--- src/rtl/vga_fb_arbiter.sv ---
// Frame-buffer arbiter: shares one single-port synchronous RAM between the VGA
// display scan (absolute priority) and a level-request pixel writer.
module vga_fb_arbiter #(
  parameter int H_ACTIVE = 800,
  parameter int V_ACTIVE = 600,
  parameter int AW       = 19,
  parameter int DW       = 3
) (
  input  logic          CLK,
  input  logic          RST_n,
  input  logic          Ready_Sig,
  input  logic [10:0]   Column_Addr_Sig,
  input  logic [9:0]    Row_Addr_Sig,
  input  logic          HSYNC_In,
  input  logic          VSYNC_In,
  input  logic          Wr_Req,
  input  logic [AW-1:0] Wr_Addr,
  input  logic [DW-1:0] Wr_Data,
  output logic          Wr_Ack,
  output logic          Wr_Err,
  output logic [AW-1:0] Mem_Addr,
  output logic          Mem_Wr_En,
  output logic [DW-1:0] Mem_Wr_Data,
  input  logic [DW-1:0] Mem_Rd_Data,
  output logic [DW-1:0] Pixel_Data,
  output logic          HSYNC_Out,
  output logic          VSYNC_Out
);

  localparam logic [AW:0] FB_SIZE = (AW+1)'(H_ACTIVE * V_ACTIVE);

  typedef enum logic [1:0] {
    IDLE    = 2'd0,
    WRITE   = 2'd1,
    RELEASE = 2'd2
  } state_t;

  state_t        state_r;
  state_t        state_next_s;
  logic          accept_s;
  logic          in_range_s;
  logic [AW-1:0] disp_addr_s;
  logic          ready_d1_r;
  logic          ready_d2_r;
  logic [1:0]    hs_pipe_r;
  logic [1:0]    vs_pipe_r;

  assign disp_addr_s = AW'(Row_Addr_Sig) * AW'(H_ACTIVE) + AW'(Column_Addr_Sig);
  assign in_range_s  = ({1'b0, Wr_Addr} < FB_SIZE);

  // Writer FSM state register
  always_ff @(posedge CLK or negedge RST_n) begin
    if (!RST_n) begin
      state_r <= IDLE;
    end else begin
      state_r <= state_next_s;
    end
  end

  // Writer FSM next state; a request is only accepted while the display is idle
  always_comb begin
    state_next_s = state_r;
    accept_s     = 1'b0;
    case (state_r)
      IDLE: begin
        if (Wr_Req && !Ready_Sig) begin
          state_next_s = WRITE;
          accept_s     = 1'b1;
        end else begin
          state_next_s = IDLE;
        end
      end
      WRITE: begin
        state_next_s = RELEASE;
      end
      RELEASE: begin
        // Wait for the level request to drop so it is acknowledged only once
        if (!Wr_Req) begin
          state_next_s = IDLE;
        end else begin
          state_next_s = RELEASE;
        end
      end
      default: begin
        state_next_s = IDLE;
      end
    endcase
  end

  // RAM port registers, write handshake and sticky range error
  always_ff @(posedge CLK or negedge RST_n) begin
    if (!RST_n) begin
      Mem_Addr    <= {AW{1'b0}};
      Mem_Wr_En   <= 1'b0;
      Mem_Wr_Data <= {DW{1'b0}};
      Wr_Ack      <= 1'b0;
      Wr_Err      <= 1'b0;
    end else begin
      Wr_Ack <= accept_s;
      if (Ready_Sig) begin
        Mem_Addr  <= disp_addr_s;
        Mem_Wr_En <= 1'b0;
      end else if (accept_s) begin
        Mem_Addr    <= Wr_Addr;
        Mem_Wr_En   <= in_range_s;
        Mem_Wr_Data <= Wr_Data;
      end else begin
        Mem_Wr_En <= 1'b0;
      end
      if (accept_s && !in_range_s) begin
        Wr_Err <= 1'b1;
      end
    end
  end

  // Three-stage display pipeline: address, RAM read, pixel; syncs follow in lockstep
  always_ff @(posedge CLK or negedge RST_n) begin
    if (!RST_n) begin
      ready_d1_r <= 1'b0;
      ready_d2_r <= 1'b0;
      Pixel_Data <= {DW{1'b0}};
      hs_pipe_r  <= 2'b00;
      vs_pipe_r  <= 2'b00;
      HSYNC_Out  <= 1'b0;
      VSYNC_Out  <= 1'b0;
    end else begin
      ready_d1_r <= Ready_Sig;
      ready_d2_r <= ready_d1_r;
      Pixel_Data <= ready_d2_r ? Mem_Rd_Data : {DW{1'b0}};
      hs_pipe_r  <= {hs_pipe_r[0], HSYNC_In};
      vs_pipe_r  <= {vs_pipe_r[0], VSYNC_In};
      HSYNC_Out  <= hs_pipe_r[1];
      VSYNC_Out  <= vs_pipe_r[1];
    end
  end

endmodule

--- config.mk ---
export PLATFORM = sky130hd
export DESIGN_NAME = vga_fb_arbiter
export DESIGN_NICKNAME = d
export VERILOG_FILES = /design/src/rtl/vga_fb_arbiter.sv
export SDC_FILE = /design/constraint.sdc
export NUM_CORES = 1
export LEC_CHECK = 0
export ABC_AREA = 1
export CAP_MARGIN = 20
export CORE_MARGIN = 3
export CORE_UTILIZATION = 40
export DETAILED_ROUTE_END_ITERATION = 6
export PLACE_DENSITY_LB_ADDON = 0.2
export SLEW_MARGIN = 20
export SYNTH_ARGS = -nofsm -noshare
export SYNTH_HDL_FRONTEND = slang
export SYNTH_SLANG_ARGS = --single-unit
--- constraint.sdc ---
create_clock -name CLK -period 1.4 [get_ports CLK]
set_input_delay 0.21 -clock CLK [delete_from_list [all_inputs] [get_ports CLK]]
set_output_delay 0.21 -clock CLK [all_outputs]
set_load 0.02 [all_outputs]
==> flow_metrics.tcl <==
set metrics [dict create \
    synthTopCellsByArea "dfrtp_1 33%, ha_1 16%, nand2_1 16%" \
    p_per_area_nw_per_um2 1210 \
    drc 0 \
    post-route-worst-setup-slack_ns -1.08 \
    syn_nets 478 \
    endpoint "Mem_Addr[16]" \
    first_pass_iters 4 \
    peakVddDrop_v 0.000576 \
    synth_flop_cell "dfrtp_1" \
    vias_per_cell 4.77 \
    placed_area_um2 4470 \
    grt_use_total_pct 20.1 \
    synthesis.instances 382 \
    maxCapViolCount 0 \
    hp-class "in -> async" \
    crit_chain "buf_8 -> ha_4 -> ha_4 -> ha_4 -> fa_1 -> ha_4 -> inv_2 -> nor2_4 -> a21oi_2 -> a21oi_4 -> nand2_2 -> nand2_1 -> nand2_1 -> o21ai_1 -> nand2_1" \
    synth_top_area_cell "dfrtp_1" \
    critPathLaunch "Row_Addr_Sig[1]" \
    slowest_delay_ns 0.50 \
    final_cells 617 \
    clk_pin_slew_ns 0.08 \
    netlist_area_um2 2910 \
    synth_common_cells "121 x nand2_1, 52 x inv_1, 38 x dfrtp_1, 38 x ha_1, 30 x nand3_1" \
    place_inst 605 \
    cp_max_fo 4 \
    relSlewSlack_pct 81.4 \
    num_antenna_cells 0 \
    r2r-end "Mem_Addr[12]" \
    p_leak_nw 2.42 \
    hold_viol 0 \
    antenna_found_initial 0 \
    cpMostUsedCell "ha_4" \
    slew_viol_final 0 \
    port_buffers 81 \
    yosysWarningCount 0 \
    rsz0062_at_grt "true" \
    routed_wl_um 8150 \
    synth-seq-cells 38 \
    fmax_mhz 404 \
    routabilityCongestion 0.816 \
    synth_edf_count 0 \
    status "finished, violations left" \
    r2r_slack_ns 0.16 \
    clockBufferDepth 2 \
    post-route-period-util_pct 177 \
    cts-root-buf "clkbuf_8" \
    synth_top_area_share_pct 32.6 \
    worst_setup_path_end_kind "register" \
    worstPathRequired_ns 1.58 \
    dieArea_um2 8340 \
    rr_worst_depth 7 \
    area_growth_pct 69.0 \
    dr.first_iter.drc_count 95 \
    clkLatencyLatePin_ns 0.29 \
    final_area_um2 4930 \
    cts_buffers 5 \
    synth_most_common_cell "nand2_1" \
    htree_levels 2 \
    crit_path_top_delay_cell "fa_1" \
    grt_pass1_vias 3002 \
    fin_crit_ns 2.48 \
    synth_area_per_cell_um2 7.63 \
    arrival_ns 2.66 \
    cts.sinks 38 \
    finalSetupViolCount 10 \
    grt_overflow_total 0 \
    die_y_um 91.4 \
    grt_pass1_wl_um 13700 \
    drive_gt1_share_pct 32.8 \
    ant_nets 0 \
    violations "negative setup slack" \
    clock-skew-final_ns 0.00357 \
    initial_utilization_pct 42.0 \
    tightest_slew_ns 0.279 \
    synth_cell_type_count 34 \
    grt_max_degree 33 \
    dpl.hpwl_um 6320 \
    ys_seq_area_share_pct 32.6 \
    critPathKind "in -> reg" \
    coreArea_um2 6940 \
    fillers 527 \
    cts_tree "yes" \
    setup_tns_ns -8.87 \
    worstSetupStartpointType "primary input" \
    nets 616 \
    rows 30 \
    vias 2946 \
    die_w_um 91.4 \
    avgRoutedWirePerCell_um 13.2 \
    async_reset_ff_share_pct 100 \
    reg2reg_from "state_r[0]" \
    io_pins 82 \
]
metrics by stage:
| stage | utilization (%) | total power, mW | setup WS [ns] | hold slack [ns] |
|---|---|---|---|---|
| 2_1_floorplan | - | 3.31 | -1.17 | -0.0856 |
| 3_3_place_gp | 64.4 | 4.57 | -1.86 | 0.0628 |
| 3_5_place_dp | 64.4 | 4.63 | -1.90 | 0.0606 |
| 4_1_cts | 69.3 | 5.85 | -1.09 | 0.283 |
| 5_1_grt | 70.9 | 6.44 | -1.24 | 0.283 |
| 6_report | 70.9 | 5.98 | -1.08 | 0.281 |
kinds of logic (layout without fill, tap and decap cells):
group                      count (synthesis)  in the layout  synth area share (%)
adders and majority gates                 44             44                  20.4
AOI/OAI and AO/OA                         37             37                  7.69
buffers and inverters                     62            201                  8.29
xor gates and xnor gates                   4              4                  1.20
and+or+nand+nor                          197            197                  29.8
DFF                                       38             38                  32.6
cell usage in the layout, fill, tap and decap left out, drive strengths merged, types with 2 or more instances in the layout:
cell           netlist  layout
a21oi               14      14
a31oi                7       7
buf                  5      63
bufinv               0       2
clkbuf               1       5
clkdlybuf4s50        0      37
dfrtp               38      38
dlygate4sd2          0      35
fa                   6       6
ha                  38      38
inv                 56      56
nand2              133     133
nand3               33      33
nor2                26      26
o211ai               2       2
o21ai               10      10
xor2                 3       3
where the power goes:
group,switching [mW],internal (mW),total (mW)
combinational,1.85,1.62,3.47
clock,0.408,0.714,1.12
sequential,0.0930,1.30,1.39
cell type report:
| class | count | area [µm²] | share of cell area [%] |
|---|---|---|---|
| timing repair buffer | 137 | 1230 | 24.9 |
| sequential | 38 | 951 | 19.3 |
| inverter | 56 | 213 | 4.32 |
| multi-input combinational | 282 | 2280 | 46.2 |
| clock inverter | 3 | 68.8 | 1.40 |
| tap | 96 | 120 | 2.44 |
| clock buffer | 5 | 68.8 | 1.40 |
critical path: cells and delay by family:
family	cells	cell delay [ns]
compound gates	3	0.45
fa+ha+maj	5	1.50
buf+inv	2	0.15
simple gates	5	0.35
how the worst min path moves through the flow:
stage | to | cells after the start
detailed placement | Mem_Addr[0] | 1
global placement | Mem_Addr[0] | 1
finish | Mem_Addr[0] | 2
floorplan | HSYNC_Out | 0
CTS | Mem_Addr[1] | 2
global route | Mem_Addr[1] | 2
per-layer routing:
metal  part of all wire, %  up-vias  wire (µm)  global-route usage, %
li1                      -     1495          -                      -
met1                    42     1383       3440                   24.4
met2                    53       64       4300                   37.0
met3                   4.3        4        348                   3.98
met4                  0.72        0         59                   3.64
met5                     0        -          0                      0
flip-flops by register name, indices dropped and copies added, names as in the netlist, 2 cells and up:
signal,flops
Mem_Wr_Data,3
hs_pipe_r,2
Mem_Addr,19
Pixel_Data,3
state_r,2
vs_pipe_r,2
repair_timing:
item                                    in CTS  in global routing
endpoints found under the hold margin        6                  0
buffers inserted                             3                  0
hold buffers                                 1                  0
endpoints found under the setup margin      43                 12
cloned                                       0                  0
pin swaps                                   39                 27
gates resized for setup                    111                 24
Note: power is estimated with default switching activity, not from simulation.
